<file path="src/rtl/fc3_io_ctrl.sv">
// fc3_io_ctrl: gathers a beat stream of activations into a parallel vector for
// the FC3 layer, waits a fixed settle time, then samples the layer's one-hot
// result and hands it downstream as an encoded class index.
module fc3_io_ctrl #(
    parameter int N_IN   = 32,
    parameter int W_IN   = 4,
    parameter int N_CLS  = 10,
    parameter int SETTLE = 2
) (
    input  logic                 clk,
    input  logic                 rst,
    input  logic                 s_valid,
    output logic                 s_ready,
    input  logic [W_IN-1:0]      s_data,
    input  logic                 s_last,
    output logic [N_IN*W_IN-1:0] act_out,
    input  logic [N_CLS-1:0]     res_onehot,
    output logic                 m_valid,
    input  logic                 m_ready,
    output logic [3:0]           m_class,
    output logic                 m_tie,
    output logic                 len_err
);

    typedef enum logic [1:0] {ST_LOAD, ST_WAIT, ST_OUT} state_t;

    localparam logic [4:0] LAST_IDX = 5'(N_IN - 1);
    localparam logic [3:0] CNT_LAST = 4'(SETTLE - 1);

    state_t                state_q, state_d;
    logic [4:0]            idx_q, idx_d;
    logic [3:0]            cnt_q, cnt_d;
    logic [N_IN*W_IN-1:0]  act_q, act_d;
    logic                  s_ready_q, s_ready_d;
    logic                  m_valid_q, m_valid_d;
    logic [3:0]            m_class_q, m_class_d;
    logic                  m_tie_q, m_tie_d;
    logic                  len_err_q, len_err_d;

    logic [4:0]            hot_cnt;
    logic [3:0]            hot_idx;
    logic [3:0]            enc_class;
    logic                  enc_tie;

    // Encode the layer result: anything other than exactly one set bit is a tie.
    always_comb begin
        hot_cnt = '0;
        hot_idx = '0;
        for (int unsigned k = 0; k < N_CLS; k++) begin
            if (res_onehot[k]) begin
                hot_cnt = hot_cnt + 5'd1;
                hot_idx = 4'(k);
            end
        end
        enc_tie   = (hot_cnt != 5'd1);
        enc_class = enc_tie ? 4'hF : hot_idx;
    end

    // Next-state and next-output logic for the LOAD/WAIT/OUT sequence.
    always_comb begin
        state_d   = state_q;
        idx_d     = idx_q;
        cnt_d     = cnt_q;
        act_d     = act_q;
        s_ready_d = s_ready_q;
        m_valid_d = m_valid_q;
        m_class_d = m_class_q;
        m_tie_d   = m_tie_q;
        len_err_d = len_err_q;
        unique case (state_q)
            ST_LOAD: begin
                if (s_valid && s_ready_q) begin
                    // Write the current entry; an early s_last also clears the tail.
                    for (int unsigned i = 0; i < N_IN; i++) begin
                        if (5'(i) == idx_q)
                            act_d[i*W_IN +: W_IN] = s_data;
                        else if (s_last && (5'(i) > idx_q))
                            act_d[i*W_IN +: W_IN] = '0;
                    end
                    if (s_last || (idx_q == LAST_IDX)) begin
                        state_d   = ST_WAIT;
                        idx_d     = '0;
                        cnt_d     = '0;
                        s_ready_d = 1'b0;
                        len_err_d = !(s_last && (idx_q == LAST_IDX));
                    end else begin
                        idx_d = idx_q + 5'd1;
                    end
                end
            end
            ST_WAIT: begin
                if (cnt_q == CNT_LAST) begin
                    state_d   = ST_OUT;
                    cnt_d     = '0;
                    m_valid_d = 1'b1;
                    m_class_d = enc_class;
                    m_tie_d   = enc_tie;
                end else begin
                    cnt_d = cnt_q + 4'd1;
                end
            end
            ST_OUT: begin
                if (m_ready) begin
                    state_d   = ST_LOAD;
                    idx_d     = '0;
                    m_valid_d = 1'b0;
                    s_ready_d = 1'b1;
                end
            end
            default: state_d = ST_LOAD;
        endcase
    end

    // State and registered outputs; asynchronous reset discards any work in flight.
    always_ff @(posedge clk or posedge rst) begin
        if (rst) begin
            state_q   <= ST_LOAD;
            idx_q     <= '0;
            cnt_q     <= '0;
            act_q     <= '0;
            s_ready_q <= 1'b1;
            m_valid_q <= 1'b0;
            m_class_q <= 4'hF;
            m_tie_q   <= 1'b0;
            len_err_q <= 1'b0;
        end else begin
            state_q   <= state_d;
            idx_q     <= idx_d;
            cnt_q     <= cnt_d;
            act_q     <= act_d;
            s_ready_q <= s_ready_d;
            m_valid_q <= m_valid_d;
            m_class_q <= m_class_d;
            m_tie_q   <= m_tie_d;
            len_err_q <= len_err_d;
        end
    end

    assign s_ready = s_ready_q;
    assign m_valid = m_valid_q;
    assign m_class = m_class_q;
    assign m_tie   = m_tie_q;
    assign len_err = len_err_q;
    assign act_out = act_q;

endmodule

</file>
<file path="config.mk">
export PLATFORM = sky130hd
export DESIGN_NAME = fc3_io_ctrl
export DESIGN_NICKNAME = d
export VERILOG_FILES = /design/src/rtl/fc3_io_ctrl.sv
export SDC_FILE = /design/constraint.sdc
export NUM_CORES = 1
export LEC_CHECK = 0
export CORE_AREA = 2 2 122 124
export CTS_BUF_LIST = sky130_fd_sc_hd__clkbuf_2 sky130_fd_sc_hd__clkbuf_4 sky130_fd_sc_hd__clkbuf_8
export CTS_CLUSTER_DIAMETER = 40
export DETAILED_ROUTE_END_ITERATION = 10
export DIE_AREA = 0 0 124 126
export PLACE_DENSITY = 0.78
export SETUP_SLACK_MARGIN = 0.02
export SLEW_MARGIN = 10
export SYNTH_ARGS = -nofsm -noshare
export SYNTH_HDL_FRONTEND = slang
export SYNTH_SLANG_ARGS = --single-unit
</file>
<file path="constraint.sdc">
create_clock -name clk -period 15.3 [get_ports clk]
set_input_delay 4.59 -clock clk [delete_from_list [all_inputs] [get_ports clk]]
set_output_delay 4.59 -clock clk [all_outputs]
set_load 0.005 [all_outputs]
</file>
==> results of run 1 <==
## registers in the layout (all words and copies together), names as in the netlist
signal	flops
act_out	128
cnt_q	4
m_tie	1
idx_q	5
m_class	4
len_err	1
m_valid	1
s_ready	1
state_q	2
## power breakdown
group	internal, mW	switching (mW)	leakage, nW	total, mW
Sequential	0.425	0.0380	2.01	0.463
Combinational	0.133	0.179	1.78	0.312
Clock	0.147	0.141	0.190	0.289
Total	0.705	0.359	3.98	1.06
## worst paths after layout
| check | endpoint | slack, ns | depth (start not counted) |
|---|---|---|---|
| max reg2reg | act_out[9] | 12.07 | 7 |
| max | m_class[3] | 5.27 | 32 |
| min in group asynchronous | act_out[124] | 4.59 | 2 |
| max in group asynchronous | idx_q[3] | 9.27 | 3 |
| min | act_out[72] | 0.47 | 2 |
| min reg2reg | act_out[72] | 0.47 | 2 |
## per-layer routing
metal / vias to the layer above / track usage [%] / routed length, µm
li1: 2747 / - / -
met1: 3033 / 36.2 / 8410
met2: 280 / 40.4 / 9480
met3: 36 / 6.48 / 1610
met4: 0 / 8.79 / 386
met5: - / 0 / 0
## area by class of cell
class                           instances  area, µm²
Tap cell                              184        230
Multi-Input combinational cell        476       3140
Inverter                               13       53.8
Fill cell                            1169       5300
Sequential cell                       147       3680
Timing Repair Buffer                  156       1540
Clock buffer                           19        255
Clock inverter                         11        114
## Yosys cell counts, types with 7 or more instances
| master | number | area share, % |
|---|---|---|
| xnor2_1 | 7 | 0.87 |
| a31oi_1 | 9 | 0.80 |
| nor3_1 | 12 | 0.85 |
| nor2_1 | 45 | 2.4 |
| o21ai_0 | 49 | 3.5 |
| dfrtp_1 | 142 | 50 |
| ha_1 | 15 | 2.7 |
| nand2b_1 | 9 | 0.80 |
| a32o_1 | 8 | 1.1 |
| nand3_1 | 16 | 1.1 |
| a22o_1 | 97 | 12 |
| a21oi_1 | 14 | 1.0 |
| inv_1 | 13 | 0.69 |
| clkbuf_1 | 33 | 1.8 |
| nand2_1 | 100 | 5.3 |
## logic make-up after synthesis
| logic type | after synthesis | share of synthesized area [%] |
|---|---|---|
| muxes | 3 | 0.498 |
| and+or+nand+nor | 224 | 14.9 |
| adders and majority gates | 16 | 2.83 |
| buffers and inverters | 53 | 3.11 |
| xor gates and xnor gates | 18 | 3.47 |
| AOI/OAI and AO/OA | 215 | 22.8 |
| DFF | 147 | 52.3 |
## worst max-delay path: cells and delay by family
kind | cells | cell delay (ns)
AO/OA/AOI/OAI | 8 | 1.36
AND/OR/NAND/NOR | 10 | 0.98
adder cells (fa/ha/maj) | 8 | 2.27
buffers and inverters | 3 | 0.62
XOR/XNOR | 2 | 0.29
multiplexers | 1 | 0.27
==> results by group, run 1 <==
Logic synthesis
  • Syn_area_per_cell: 10.4 µm²
  • FF+latch count, synth: 147
  • Synth Flop Type: dfrtp_1
  • EDFF count, synth: 0
  • Synth Cell Area: 7040 µm²
  • Seq/Total Area, Yosys: 52.3%
  • Yosys warnings: 0
  • Mapped Cells: 676
  • Yosys cell types: 65
  • Asr flop ratio synth: 100%
  • Synthesized Nets: 710

Power
  • Leak: 3.98 nW
  • P per Cell Area: 118 nW/µm²
  • Total power: 1.06 mW
  • Peak supply drop: 78.3 µV

Route
  • Post-route ant nets: 0
  • 1st-iter DRT viols: 422
  • Routed via count: 6096
  • Via density: 6.06
  • TritonRoute pass-1 iters: 5
  • Drc violations: 0
  • WL/cell: 19.8 µm
  • Drt total wl: 19900 µm

Setup path
  • Crit end category: flip-flop
  • Critical R2R Launch: s_ready
  • Crit Path Category: in2reg
  • Max stage delay on crit path: 0.50 ns
  • Worst Setup SP: res_onehot[1]
  • Largest fanout on the critical path: 6
  • Worst Path Required: 15.67 ns
  • Crit-path slowest cell: clkdlybuf4s50_1
  • Type of origin of the critical path: input port
  • CP arrival: 10.41 ns
  • Top cell by count, worst path: ha_1

Finish
  • Commonest non-fill, non-tap cell in the layout: clkdlybuf4s50_1
  • Layout cells sized above 1: 7.54%
  • Fin nets: 845
  • ANT cells: 0
  • Fin util: 63.0%
  • Area growth from synthesis to layout: 28.1%
  • Fin area: 9020 µm²
  • Non-Filler Instances: 1006
  • Most frequent cells in the layout: 150 x clkdlybuf4s50_1, 142 x dfrtp_1, 100 x nand2_1

Timing
  • Setup TNS: 0 ns
  • Setup repair after global routing missed its margin: no
  • Final worst slack: 5.27 ns
  • Period utilisation layout: 65.6%
  • Number of slew-limit violations in the final report: 0
  • Worst Hold Margin: 0.467 ns
  • Min cycle time layout: 10.03 ns
  • Final setup vio count: 0
  • Fmax: 0.0997 GHz
  • Slew @ Worst Pin: 0.999 ns
  • Hold Vio Cnt, Final: 0
  • Slew HR: 33.2%
  • Layout Skew: 0.0144 ns

Clock network
  • Worst-path clk slew: 0.07 ns
  • H-Tree Depth: 4
  • Setup bufs post-CTS: 0
  • Post_cts resized: 0
  • CTS tree: done
  • CTS Buffer Depth: 2
  • Clock buffer count from CTS: 17
  • Clock Latency Late Sink: 0.45 ns
  • CTS root buffer: clkbuf_8
  • CTS Sinks: 147
  • Hold-fix buffers, CTS: 0

Floorplanning
  • Initial core utilization: 49.2%
  • Core Region: 14300 µm²
  • Die X-Extent: 124 µm
  • DIE AREA: 15600 µm²
  • Num ports: 155
  • Die span in y: 126 µm
  • # rows: 44

Global route
  • GRT Util Overall: 26.2%
  • Grt total ovfl: 0
  • First-pass GRT wire length: 31600 µm
  • Initial antenna violation count: 0
  • Largest net degree at the start of global routing: 82
  • Vias in the first global route: 5915

Run status
  • Status: finished clean

Place
  • Pre-CTS setup slack: 4.87 ns
  • DP HPWL: 13900 µm
  • Routability congestion estimate: 0.886
  • Port buffer count: 154
  • Post-DP Area: 8650 µm²
  • Post-Place Cells: 976

Hold path
  • Worst hold path type: reg2reg
  • Min-delay src: act_out[72]

Run
  • Max-Cap Viols: 0
Note: power is estimated with default switching activity, not from simulation.
==> run 2, diff against run 1 <==
Settings changed: CORE_AREA 2 2 122 124 to 2 2 126 128, DIE_AREA 0 0 124 126 to 0 0 128 130, PLACE_DENSITY 0.78 to 0.77.
Clock period 15.3 ns to 9.2 ns, I/O delays scaled along.
==> results by group, run 2 (same netlist as run 1, synthesis figures left out) <==
Finish
  • Area of the multi-input gates: 3140 µm²
  • Area growth from synthesis to layout: 28.2%
  • Non-Filler Instances: 1016
  • FILL cells: 1320
  • Commonest non-fill, non-tap cell in the layout: clkdlybuf4s50_1
  • Max FFs per register: 128
  • Fin util: 58.5%
  • ANT cells: 0
  • Fin area: 9030 µm²
  • Most frequent cells in the layout: 150 x clkdlybuf4s50_1, 142 x dfrtp_1, 100 x nand2_1
  • FF/Latch Area: 3680 µm²
  • Layout cells sized above 1: 7.77%
  • Fin nets: 846

Setup path
  • Critical R2R Launch: s_ready
  • Worst Path Required: 9.57 ns
  • Type of origin of the critical path: input port
  • Crit Path Category: in2reg
  • Worst Setup SP: res_onehot[1]
  • Crit-path slowest cell: clkdlybuf4s50_1
  • Crit end category: flip-flop
  • Worst Path Buf+Inv: 3
  • R2r endpoint: act_out[10]
  • Worst Reg2Reg Path Length in Cells: 7
  • Worst path depth: 32
  • Worst setup endpoint: m_class[2]
  • CP arrival: 8.66 ns
  • Max stage delay on crit path: 0.53 ns
  • FF-to-FF setup slack: 5.86 ns
  • Cell family with most CP delay: adder cells
  • Largest fanout on the critical path: 6
  • Top cell by count, worst path: ha_1

Clock network
  • H-Tree Depth: 4
  • Clock buffer count from CTS: 17
  • CTS Buffer Depth: 2
  • Hold-fix buffers, CTS: 0
  • Setup bufs post-CTS: 0
  • CTS tree: done
  • Worst-path clk slew: 0.07 ns
  • Post_cts resized: 0
  • Clock Latency Late Sink: 0.45 ns
  • CTS root buffer: clkbuf_8
  • CTS Sinks: 147

Route
  • WL/cell: 20.1 µm
  • Post-route ant nets: 0
  • Drc violations: 0
  • Routed via count: 6164
  • TritonRoute pass-1 iters: 5
  • Via density: 6.07
  • 1st-iter DRT viols: 475
  • Drt total wl: 20400 µm

Timing
  • Layout Skew: 0.0144 ns
  • Final worst slack: 0.911 ns
  • Final setup vio count: 0
  • Setup TNS: 0 ns
  • Min cycle time layout: 8.29 ns
  • Number of slew-limit violations in the final report: 0
  • Slew @ Worst Pin: 1.03 ns
  • Period utilisation layout: 90.1%
  • Setup repair after global routing missed its margin: no
  • Worst Hold Margin: 0.476 ns
  • Fmax: 0.121 GHz
  • Hold Vio Cnt, Final: 0
  • Slew HR: 31.3%

Global route
  • GRT Util Overall: 25.3%
  • First-pass GRT wire length: 32800 µm
  • Initial antenna violation count: 0
  • Vias in the first global route: 6158
  • Largest net degree at the start of global routing: 83
  • Grt total ovfl: 0

Run status
  • Status: finished clean

Run
  • Max-Cap Viols: 0

Floorplanning
  • # rows: 46
  • Core Region: 15400 µm²
  • Die span in y: 130 µm
  • Die X-Extent: 128 µm
  • DIE AREA: 16600 µm²
  • Num ports: 155
  • Initial core utilization: 45.6%

Hold path
  • Worst hold path type: reg2reg

Power
  • Peak supply drop: 147 µV
  • Total power: 1.76 mW
  • P per Cell Area: 195 nW/µm²
  • Leak: 3.97 nW

Place
  • Pre-CTS setup slack: 0.546 ns
  • DP HPWL: 14400 µm
  • Port buffer count: 154
  • Post-Place Cells: 985
  • Post-DP Area: 8660 µm²
  • Routability congestion estimate: 0.936
run 2: worst min-delay path by stage:
stage,from,endpoint,slack [ns],cells past startpoint
6_report,s_ready,s_ready,0.48,2
2_1_floorplan,cnt_q[3],cnt_q[3],0.45,1
4_1_cts,s_ready,s_ready,0.48,2
3_5_place_dp,s_ready,s_ready,0.47,2
3_3_place_gp,cnt_q[3],cnt_q[3],0.46,1
5_1_grt,act_out[82],act_out[82],0.51,2
run 2: where the power goes:
part	switching (mW)	total, mW	internal, mW
clock network	0.247	0.470	0.223
logic	0.300	0.522	0.222
registers	0.0623	0.768	0.706
total	0.609	1.76	1.15
run 2: metal layers:
layer	track usage [%]	part of all wire [%]	up-vias
met5	0	0	-
met4	8.60	1.9	0
met3	6.48	7.7	31
met2	41.0	48	296
met1	33.5	42	3083
li1	-	-	2754
run 2: area by class of cell:
class / instances / share of cell area, %
clock buffer: 20 / 2.84
clock inverter: 11 / 1.18
inverter: 13 / 0.596
multi-input combinational: 476 / 34.8
sequential: 147 / 40.8
tap: 192 / 2.66
timing repair buffer: 157 / 17.1
run 2: worst reg2reg max path, stage by stage, from the launching register on:
cell	delay, ns
dfstp_2	0.54
nand2_1	0.10
or3_1	0.50
nor2_1	0.58
nand2_1	0.31
nor3_1	0.65
a31oi_1	0.25
a22o_1	0.30
==> edit 1 (config.mk and constraints of run 2) <==
Set the parameter `N_IN` to 48 (it was 32).
--- a/src/rtl/fc3_io_ctrl.sv
+++ b/src/rtl/fc3_io_ctrl.sv
@@ -4,3 +4,3 @@
 module fc3_io_ctrl #(
-    parameter int N_IN   = 32,
+    parameter int N_IN   = 48,
     parameter int W_IN   = 4,
Interface: changed (resized act_out); port bits go from 155 to 219. The function was not compared with the original's and may differ.
==> edit 1 against run 2 <==
- sequential cell count did not move
- critical path depth fell by 7
- area after synthesis rose by 6.0%
- count of clock-buffer cells in the layout rose by 1
- final area rose by 7.7%
- wire length fell by 2.6%
- global-route usage fell by 1.2 points
- via count rose by 1.6%
- setup slack improved by 0.16 ns
- critical path type unchanged
- largest cell class unchanged
Power is not compared: it rests on default switching activity, and its combinational part moved more than twofold at a synthesized area within 25%.
==> edit 1: results <==
group,metric,value,unit
drt,met1_length,8510,um
sta,finalClockSkew,0.0132,ns
logic_synthesis,synth_cell_type_count,62,
setup_path,worst_ep_arrival_time,8.42,ns
layout,largest_reg_flops,128,
logic_synthesis,synth.mux.area_fraction,0.637,%
drt,drt_iter0_markers,484,
setup_path,r2r_slack,6.33,ns
clock_network,clkSlewWorstSetupHoldPaths,0.07,ns
placed_design,io_buffers,218,
global_route,met2_usage,39.1,%
sta,final.period_utilization,88.4,%
drt,wl_per_cell,17.8,um
logic_synthesis,syn-num-nets,808,
layout,nets,948,
outcome,status,"finished clean",
logic_synthesis,synth_common_cells,"dfrtp_1 (142), nand2_1 (120), a22o_1 (73), o21ai_0 (73), buf_4 (64)",
logic_synthesis,synthAdderAreaFrac,2.80,%
sta,maxSlewHeadroom,31.3,%
layout,drive_above_1_share,6.47,%
setup_path,slowest_delay,0.50,ns
global_route,grt_pass1_wl,31300,um
logic_synthesis,synth_area_leaders,"dfrtp_1 (48%), a22o_1 (8.6%), buf_4 (6.4%)",
logic_synthesis,synthXorXnorAreaFrac,3.08,%
global_route,grtUsageMet3,5.13,%
placed_design,place_congestion,0.828,
logic_synthesis,synth_compound_area_share,19.7,%
global_route,gr-usage-all-layers,24.1,%
layout,nFillCells,1322,
placed_design,place_worst_setup_slack,0.600,ns
global_route,grtUsageMet1,32.8,%
logic_synthesis,yosysSeqAreaShare,49.4,%
drt,viasPerCell,5.60,
global_route,grt_pass1_vias,5827,
drt,met2_length,9680,um
setup_path,crit_fanout,5,
drt,wl_met3,1420,um
placed_design,dpl.hpwl,14000,um
[edit 1: cell types whose count changed after synthesis, sizes merged, moves of 7 or more]
cell and delta:
inv +11, o21ai +24, buf +65, nor2 +9, a22o -24, nand2 +20
nand3 +7
[edit 1: logic make-up after synthesis]
family	after synthesis
and+or+nand+nor	249
AOI/OAI and AO/OA	211
muxes	4
xor gates and xnor gates	19
buffers and inverters	127
DFF	147
adders and majority gates	17
[edit 1: metrics by stage]
step	util, %	instance area, um2	instances	hold slack (ns)
after floorplan	-	7460	774	0.451
after global placement	60.4	9310	1087	0.449
after detailed placement	60.4	9310	1087	0.463
after CTS	63.1	9730	1119	0.481
after global routing	63.1	9730	1119	0.518
final	63.1	9730	1119	0.480
[edit 1: worst max-delay path: cells and delay by family]
| family | cells | cell delay (ns) |
|---|---|---|
| simple gates | 5 | 0.66 |
| mux | 3 | 0.83 |
| buf+inv | 3 | 0.65 |
| fa+ha+maj | 8 | 2.28 |
| xor+xnor | 1 | 0.40 |
| compound gates | 5 | 0.84 |
[edit 1: power groups by stage]
stage	sequential [uW]	combinational, uW	clock [uW]
final	653	195	519
after global routing	654	221	551
after CTS	653	198	527
after detailed placement	666	197	0
after global placement	666	192	0
after floorplan	666	152	0
[edit 1: path summary, 6_finish.rpt]
kind,startpoint,endpoint,depth (start not counted)
setup / recovery,res_onehot[1],m_tie,25
hold / removal,act_out[74],act_out[74],2
setup reg to reg,s_ready,act_out[128],6
hold reg to reg,act_out[74],act_out[74],2
max in group asynchronous,rst,m_valid,3
min in group asynchronous,rst,act_out[144],2
[edit 1: cell type report]
type,count,area share (%)
timing repair buffer,224,22.9
tap,192,2.47
multi-input combinational,500,31.5
sequential,147,37.9
clock buffer,21,2.97
inverter,24,0.978
clock inverter,11,1.29
==> edit 2 (config.mk and constraints of run 2) <==
Without the edit above. The 3 states of `state_t` get a one-hot encoding in 3 bits.
--- a/src/rtl/fc3_io_ctrl.sv
+++ b/src/rtl/fc3_io_ctrl.sv
@@ -24,3 +24,3 @@
 
-    typedef enum logic [1:0] {ST_LOAD, ST_WAIT, ST_OUT} state_t;
+    typedef enum logic [2:0] {ST_LOAD = 3'b001, ST_WAIT = 3'b010, ST_OUT = 3'b100} state_t;
 
Check against the original RTL: same outputs for any inputs over 4 cycles, from zero or initial values and one cycle with rst high; so few cycles prove little.
==> edit 2 against run 2 <==
- first-iteration DRC count is 29% higher
- area after synthesis rose by 2.2%
- via count up 3.2%
- clock skew is 0.0042 ns lower
- sequential cell count is 1 higher
- final area increased by 1.8%
- wire length down 2.2%
- setup slack better by 0.14 ns
- maximum frequency up 1.8%
- sequential share of layout area decreased by 0.44 points
- critical endpoint is now m_tie
- largest cell class unchanged
- highest routed layer unchanged
Power is not compared: it rests on default switching activity, and its combinational part moved more than twofold at a synthesized area within 25%.
==> edit 2: results <==
group,metric,value,unit
outcome,status,"finished clean",
clock_network,clkSlewWorstSetupHoldPaths,0.09,ns
drt,first_pass_iters,8,
layout,bufAreaShareNonClock,16.8,%
logic_synthesis,yosysSeqAreaShare,51.6,%
layout,signal_buffers,156,
setup_path,r2r_slack,5.71,ns
sta,finalClockSkew,0.0102,ns
logic_synthesis,syn-num-nets,759,
drt,vias,6360,
drt,wl_met3,1440,um
layout,nFillCells,1329,
setup_path,crit_fanout,5,
drt,met1_length,8840,um
logic_synthesis,synth_cell_type_count,64,
clock_network,cts_sinks,148,
layout,nNonClkInverters,27,
placed_design,place_congestion,0.900,
logic_synthesis,synth_common_cells,"dfrtp_1 (142), nand2_1 (101), a22o_1 (81)",
global_route,grt_pass1_wl,31700,um
layout,clkbuf_count,19,
drt,viasPerCell,5.95,
sta,tightest_slew,1.19,ns
logic_synthesis,synth_area_leaders,"dfrtp_1 (49%), a22o_1 (9.9%), nand2_1 (5.3%)",
drt,drt_iter0_markers,612,
setup_path,reg2reg_depth,8,
drt,wirelength,20000,um
worst_hold_path,worstHoldStart,"act_out[19]",
placed_design,placedInstanceArea,8790,um2
worst_hold_path,hold_end,"act_out[19]",
global_route,gr-usage-all-layers,24.4,%
placed_design,placed_cells_incl_taps,1037,
global_route,grtUsageMet3,4.76,%
layout,post-route-util,59.6,%
logic_synthesis,synthAdderAreaFrac,2.26,%
logic_synthesis,synthXorXnorAreaFrac,2.89,%
placed_design,dpl.hpwl,13800,um
logic_synthesis,synth.mux.area_fraction,0.747,%
layout,drive_above_1_share,7.18,%
logic_synthesis,avgSynthCellArea,9.90,um2
setup_path,reg2reg_from,"state_q[0]",
global_route,grt_pass1_vias,5949,
placed_design,io_buffers,154,
drt,met2_length,9350,um
global_route,grt_max_degree,80,
layout,nMultiInputCombCells,514,
[edit 2: changes by cell type after synthesis, moves of 4 or more]
cell	before	now
nor3_1	12	16
nand2b_1	9	5
clkbuf_8	0	4
o21ai_0	49	62
buf_4	5	0
a21oi_1	14	32
a22o_1	97	81
o211ai_1	6	0
nor4_1	1	9
nand3_1	16	34
inv_1	13	24
a32o_1	8	4
[edit 2: stage by stage]
stage	hold WS [ns]	setup WS, ns
global route	0.512	0.608
CTS	0.488	1.09
global placement	0.462	0.790
floorplan	0.473	1.59
finish	0.480	1.05
detailed placement	0.469	0.619
[edit 2: where the power goes]
group / leakage, uW / switching, uW / internal (uW) / total (uW)
clock network: 0.000198 / 261 / 255 / 516
logic: 0.00186 / 105 / 72.4 / 178
registers: 0.00194 / 0 / 650 / 650
total: 0.00401 / 366 / 977 / 1340
[edit 2: worst reg2reg max path, stage by stage, from the launching register on]
cell,delay (ns)
dfstp_2,0.57
inv_1,0.10
nor3_1,0.28
nand3_1,0.66
nor2_1,0.83
nand2_1,0.26
nor2_1,0.15
o21ai_0,0.22
a22o_1,0.32
[edit 2: how the worst max path moves through the flow]
stage / start / end / slack (ns) / depth (start not counted)
after global routing: res_onehot[1] / m_tie / 0.61 / 27
final: res_onehot[0] / m_tie / 1.05 / 27
after detailed placement: res_onehot[0] / m_tie / 0.62 / 27
after global placement: res_onehot[0] / m_tie / 0.79 / 27
after floorplan: res_onehot[0] / m_tie / 1.59 / 26
after CTS: res_onehot[0] / m_tie / 1.09 / 27
[edit 2: kinds of logic after synthesis]
group,Yosys count
AO/OA/AOI/OAI,223
flip-flops,148
AND/OR/NAND/NOR,258
adder cells (fa/ha/maj),13
multiplexers,5
XOR/XNOR,15
buffers and inverters,65
